`src/rtl/segshift_rx.sv`:
```
// segshift_rx -- receiving end of the seven-segment serial display link.
// Deserializes the MSB-first segment stream (shiftIn/shiftClk), and on each
// latchIn rising edge decodes every 8-bit segment byte back to a BCD digit.
//
// Ports:
//   clk        system clock
//   reset      asynchronous, active-high reset
//   shiftIn    serial segment data, sampled on shiftClk rising edge
//   shiftClk   serial shift clock (asynchronous to clk)
//   latchIn    latch strobe, rising edge ends a frame
//   cnt_out    decoded BCD value, digit 0 in [3:0]
//   segRaw     raw latched segment bytes, digit 0 in [7:0]
//   digitErr   per-digit flag: latched byte is not a legal pattern
//   frameValid one-cycle pulse: cnt_out/segRaw/digitErr updated
//   frameErr   one-cycle pulse: latch seen with wrong bit count
module segshift_rx #(
  parameter int NUM_DIGITS  = 6,
  parameter int SYNC_STAGES = 2
) (
  input  logic                    clk,
  input  logic                    reset,
  input  logic                    shiftIn,
  input  logic                    shiftClk,
  input  logic                    latchIn,
  output logic [4*NUM_DIGITS-1:0] cnt_out,
  output logic [8*NUM_DIGITS-1:0] segRaw,
  output logic [NUM_DIGITS-1:0]   digitErr,
  output logic                    frameValid,
  output logic                    frameErr
);

  localparam int FW = 8 * NUM_DIGITS;
  localparam int CW = $clog2(FW + 2);
  localparam logic [CW-1:0] CNT_FULL = CW'(FW);
  localparam logic [CW-1:0] CNT_SAT  = CW'(FW + 1);

  logic [SYNC_STAGES-1:0] sh_sync, ck_sync, la_sync;
  logic                   ck_prev, la_prev;
  logic                   sh_bit, ck_rise, la_rise;

  logic [FW-1:0]           sr, sr_next;
  logic [CW-1:0]           cnt, cnt_next;
  logic [4*NUM_DIGITS-1:0] dec_cnt;
  logic [NUM_DIGITS-1:0]   dec_err;

  // Returns {err, nibble}; dp (bit 7) is ignored by the caller.
  function automatic logic [4:0] decode(input logic [6:0] s);
    case (s)
      7'h3F:   decode = 5'h00;
      7'h06:   decode = 5'h01;
      7'h5B:   decode = 5'h02;
      7'h4F:   decode = 5'h03;
      7'h66:   decode = 5'h04;
      7'h6D:   decode = 5'h05;
      7'h7D:   decode = 5'h06;
      7'h07:   decode = 5'h07;
      7'h7F:   decode = 5'h08;
      7'h6F:   decode = 5'h09;
      7'h00:   decode = 5'h0F;
      default: decode = 5'h1E;
    endcase
  endfunction

  assign sh_bit  = sh_sync[SYNC_STAGES-1];
  assign ck_rise = ck_sync[SYNC_STAGES-1] & ~ck_prev;
  assign la_rise = la_sync[SYNC_STAGES-1] & ~la_prev;

  always_ff @(posedge clk or posedge reset) begin
    if (reset) begin
      sh_sync <= '0;
      ck_sync <= '0;
      la_sync <= '0;
      ck_prev <= 1'b0;
      la_prev <= 1'b0;
    end else begin
      sh_sync <= {sh_sync[SYNC_STAGES-2:0], shiftIn};
      ck_sync <= {ck_sync[SYNC_STAGES-2:0], shiftClk};
      la_sync <= {la_sync[SYNC_STAGES-2:0], latchIn};
      ck_prev <= ck_sync[SYNC_STAGES-1];
      la_prev <= la_sync[SYNC_STAGES-1];
    end
  end

  // Shift is resolved combinationally so a latch detected in the same cycle
  // sees the post-shift register and count.
  always_comb begin
    sr_next  = sr;
    cnt_next = cnt;
    if (ck_rise) begin
      sr_next = {sr[FW-2:0], sh_bit};
      if (cnt != CNT_SAT) cnt_next = cnt + CW'(1);
    end
  end

  always_comb begin
    dec_cnt = '0;
    dec_err = '0;
    for (int unsigned i = 0; i < NUM_DIGITS; i++) begin
      logic [4:0] d;
      d = decode(sr_next[8*i +: 7]);
      dec_cnt[4*i +: 4] = d[3:0];
      dec_err[i]        = d[4];
    end
  end

  always_ff @(posedge clk or posedge reset) begin
    if (reset) begin
      sr         <= '0;
      cnt        <= '0;
      cnt_out    <= '0;
      segRaw     <= '0;
      digitErr   <= '0;
      frameValid <= 1'b0;
      frameErr   <= 1'b0;
    end else begin
      sr         <= sr_next;
      frameValid <= 1'b0;
      frameErr   <= 1'b0;
      if (la_rise) begin
        cnt <= '0;
        if (cnt_next == CNT_FULL) begin
          segRaw     <= sr_next;
          cnt_out    <= dec_cnt;
          digitErr   <= dec_err;
          frameValid <= 1'b1;
        end else begin
          frameErr <= 1'b1;
        end
      end else begin
        cnt <= cnt_next;
      end
    end
  end

endmodule

```
`config.mk`:
```
export PLATFORM = sky130hd
export DESIGN_NAME = segshift_rx
export DESIGN_NICKNAME = d
export VERILOG_FILES = /design/src/rtl/segshift_rx.sv
export SDC_FILE = /design/constraint.sdc
export NUM_CORES = 1
export LEC_CHECK = 0
export CAP_MARGIN = 20
export CORE_ASPECT_RATIO = 1.75
export CORE_MARGIN = 1
export CORE_UTILIZATION = 50
export CTS_CLUSTER_DIAMETER = 30
export CTS_CLUSTER_SIZE = 12
export DETAILED_ROUTE_END_ITERATION = 10
export GPL_TIMING_DRIVEN = 0
export PLACE_DENSITY = 0.77
export SLEW_MARGIN = 30
export SYNTH_ARGS = -nofsm -noshare
export SYNTH_HDL_FRONTEND = slang
export SYNTH_SLANG_ARGS = --single-unit
```
`constraint.sdc`:
```
create_clock -name clk -period 8.4 [get_ports clk]
set_clock_uncertainty 0.15 [all_clocks]
set_input_delay 0.84 -clock clk [delete_from_list [all_inputs] [get_ports clk]]
set_output_delay 0.84 -clock clk [all_outputs]
set_load 0.05 [all_outputs]
```
==> flow_summary.toml <==
[run_status]
status = "finished, final reports clean"

[routing]
dr.first_iter.drc_count = 669
final_routed_drc_violation_total = 0
detail_route.wl_per_cell_um = 20.9
route.final.wire_length_um = 23400
drt_pass1_iterations = 6
viasPerCell = 6.36
routed-via-count = 7108
count_of_nets_left_with_antenna_violations_after_detail_routing = 0

[grt]
first_global_vias = 7117
gr-usage-all-layers_pct = 29.3
grt_pass1_wl_um = 37100
grt_max_degree = 85
grt_overflow_total = 0
antenna_violations_before_repair = 0

[cts]
cts-buffers-inserted = 17
cts-resized-gates = 0
cts_tree = "done"
clockRootBuffer = "sky130_fd_sc_hd__clkbuf_16"
h_tree_depth = 4
clk_pin_slew_worst_paths_ns = 0.07
clock_latency_ns = 0.43
clockBufferDepth = 2
sink_count = 142
cts-hold-fix-buffers = 0
buffers_inserted_during_post_cts_setup_optimization = 0

[placement]
port_buffers = 84
post_dp_cell_area_um2 = 8980
dp_hpwl_um = 16300
gpl.final_weighted_congestion = 0.949

[sta]
fin_crit_ns = 3.16
fin_hold_ws_ns = 0.200
slew_viol_final = 0
hold_viol_final = 0
finalSetupViolCount = 0
maximum_clock_rate_mhz = 317
timing.max_slew.rel_slack_pct = 46.7
rsz0062_at_grt = "no"
timing.final.crit_share_pct = 37.6
fin_tns_setup_ns = 0
worst_pin_slew_ns = 0.798

[floorplanning]
die_height_um = 168
floorplan.initialDensity_pct = 51.1
fp.coreArea_um2 = 15400
ios = 85
die-width_um = 96.8
core.rowCount = 60
die_area_um2 = 16300

[cells_and_area]
ff_latch_area_um2 = 3550
drive_above_1_share_pct = 8.92
fillerInstances = 1310
growth_of_design_area_from_synthesis_to_finish_pct = 22.0
finalCoreUtilization_pct = 62.3
final_design_area_no_fill_um2 = 9600
nets = 925
multi_input_area_um2 = 3850
diodes = 0

[yosys]
synth.cell_area_um2 = 7870
post_synth_most_frequent_cells = "sky130_fd_sc_hd__dfrtp_1 (142), sky130_fd_sc_hd__nand2_1 (113), sky130_fd_sc_hd__a21oi_1 (49), sky130_fd_sc_hd__mux2_1 (49), sky130_fd_sc_hd__clkbuf_1 (36)"
synth_edf_count = 0
synth-compound-area-share_pct = 15.9
synth_seq_area_share_pct = 45.2
yosysWarningCount = 0
synth_area_leader_cell = "sky130_fd_sc_hd__dfrtp_1"
synth_async_sr_flop_share_pct = 100
synth_simple_gate_area_share_pct = 21.8
syn_inst = 814
synth-adder-area-share_pct = 0.318
netlist_top_cells_area = "sky130_fd_sc_hd__dfrtp_1 (45%), sky130_fd_sc_hd__mux2_1 (7.0%), sky130_fd_sc_hd__nand2_1 (5.4%), sky130_fd_sc_hd__a21oi_1 (3.1%), sky130_fd_sc_hd__nand3b_1 (2.4%)"
synth.top_cell.area_share_pct = 45.2
post_synth_mux_area_share_pct = 10.3
synth_top_family_by_area = "simple AND/OR/NAND/NOR gates"
postSynthNetCount = 821
synthFlopType = "sky130_fd_sc_hd__dfrtp_1"
yosysUniqueCellTypes = 74
most_frequent_cell_after_synthesis = "sky130_fd_sc_hd__dfrtp_1"
synth-xor-area-share_pct = 0.668
synth.ff_latch_count = 142
synthesis.area_per_instance_um2 = 9.66

[worst_setup_path]
crit_fanout = 10
timing.critical_path.arrival_ns = 3.28
cp-start-kind = "flop"
critical_path_class = "flop to flop"
critical_path_required_ns = 8.52
timing.critical_path.to_type = "flop"

[pwr]
report.power.total_mw = 1.77
power.share.sequential_pct = 41.2
power.net_switching_mw = 0.505
combinationalPowerShare_pct = 13.6
clock_power_share_pct = 45.1
power.density_nw_per_um2 = 185
p_int_mw = 1.27
peakVddDrop_v = 0.000155
sw_frac_of_total_pct = 28.5
power.static_leakage_nw = 4.23

[run]
drv.max_cap_violation_count = 0

[hold_path]
worstHoldPathType = "flop to flop"
per-stage QoR:
step                      instances  setup slack, ns
after global placement         1084             1.79
final                          1117             5.24
after detailed placement       1085             5.37
after CTS                      1117             5.31
after floorplan                 814             3.60
after global routing           1117             5.12
cells by family (layout without fill, tap and decap cells):
| kind of cell | count (synthesis) | after routing |
|---|---|---|
| AOI/OAI and AO/OA | 185 | 185 |
| xor gates and xnor gates | 6 | 6 |
| adders and majority gates | 2 | 2 |
| buffers and inverters | 93 | 210 |
| DFF | 142 | 142 |
| muxes | 73 | 73 |
| and+or+nand+nor | 313 | 313 |
power by group through the flow:
| stage | Sequential, mW | Combinational [mW] | Clock (mW) |
|---|---|---|---|
| 2_1_floorplan | 0.734 | 0.172 | 0 |
| 3_3_place_gp | 0.741 | 0.232 | 0 |
| 3_5_place_dp | 0.741 | 0.236 | 0 |
| 4_1_cts | 0.728 | 0.237 | 0.804 |
| 5_1_grt | 0.732 | 0.264 | 0.834 |
| 6_report | 0.730 | 0.241 | 0.799 |
layer usage:
metal	share of wire, %	wire, µm	vias to the layer above	GRT usage (%)
li1	-	-	3199	-
met1	38	8780	3422	33.8
met2	50	11800	370	50.2
met3	6.2	1440	117	4.73
met4	5.9	1370	0	18.9
met5	0	0	-	0
sequential cells by signal, summed over array words and instances (netlist names):
name / cells
ck_prev: 1
ck_sync: 2
cnt: 6
cnt_out: 24
digitErr: 6
frameErr: 1
frameValid: 1
la_prev: 1
la_sync: 2
segRaw: 48
sh_sync: 2
sr: 48
final timing paths:
path	start	end	slack, ns	depth (start not counted)
worst max-delay path	ck_sync[1]	cnt_out[9]	5.24	10
min in group asynchronous	reset	segRaw[22]	0.67	2
worst min register to register	la_sync[0]	la_sync[1]	0.20	0
worst min-delay path	la_sync[0]	la_sync[1]	0.20	0
worst max register to register	ck_sync[1]	cnt_out[9]	5.24	10
max in group asynchronous	reset	sr[40]	6.68	3
placed cells by master (no fill, tap or decap), types with 6 or more instances in the layout:
cell                              Yosys  final
sky130_fd_sc_hd__dfrtp_1            142    142
sky130_fd_sc_hd__nand2_1            113    113
sky130_fd_sc_hd__clkdlybuf4s50_1      0     84
sky130_fd_sc_hd__a21oi_1             49     49
sky130_fd_sc_hd__mux2_1              49     49
sky130_fd_sc_hd__clkbuf_1            36     36
sky130_fd_sc_hd__nor2_1              29     29
sky130_fd_sc_hd__o21ai_0             27     27
sky130_fd_sc_hd__nand3b_1            25     25
sky130_fd_sc_hd__a31oi_1             23     23
sky130_fd_sc_hd__nor3_1              22     22
sky130_fd_sc_hd__inv_1               23     22
sky130_fd_sc_hd__nand3_1             19     19
sky130_fd_sc_hd__mux2i_1             18     18
sky130_fd_sc_hd__buf_2               17     17
sky130_fd_sc_hd__clkbuf_16            0     17
sky130_fd_sc_hd__nand4_1             13     13
sky130_fd_sc_hd__nand2b_1            12     12
sky130_fd_sc_hd__a41oi_1              9      9
sky130_fd_sc_hd__buf_6                9      9
sky130_fd_sc_hd__o21a_1               8      8
sky130_fd_sc_hd__nor2b_1              8      8
sky130_fd_sc_hd__a21boi_0             7      7
sky130_fd_sc_hd__nor4bb_1             7      7
sky130_fd_sc_hd__and3_1               7      7
sky130_fd_sc_hd__o211ai_1             7      7
sky130_fd_sc_hd__nor4_1               6      6
sky130_fd_sc_hd__and4b_1              6      6
sky130_fd_sc_hd__buf_4                6      6
sky130_fd_sc_hd__or3_1                6      6
sky130_fd_sc_hd__and3b_1              6      6
sky130_fd_sc_hd__a32oi_1              6      6
sky130_fd_sc_hd__o22ai_1              6      6
cell type report:
class,instances,share of cell area [%]
inverters,23,0.978
well taps,186,2.43
clock inverters,14,1.88
clock buffers,18,4.58
flip-flops and latches,142,37.0
repair buffers,85,9.05
multi-input cells,579,40.2
plain buffers,70,3.90
critical path, cell delays in order (launching register included):
cell and delay (ns):
sky130_fd_sc_hd__dfrtp_1 0.35, sky130_fd_sc_hd__buf_2 0.26, sky130_fd_sc_hd__and2b_1 0.24, sky130_fd_sc_hd__buf_2 0.37, sky130_fd_sc_hd__buf_4 0.28, sky130_fd_sc_hd__buf_4 0.25
sky130_fd_sc_hd__nand3b_1 0.11, sky130_fd_sc_hd__a221oi_1 0.36, sky130_fd_sc_hd__a32oi_1 0.17, sky130_fd_sc_hd__o2111ai_1 0.25, sky130_fd_sc_hd__a41oi_1 0.20
(Power assumes the default switching activity.)
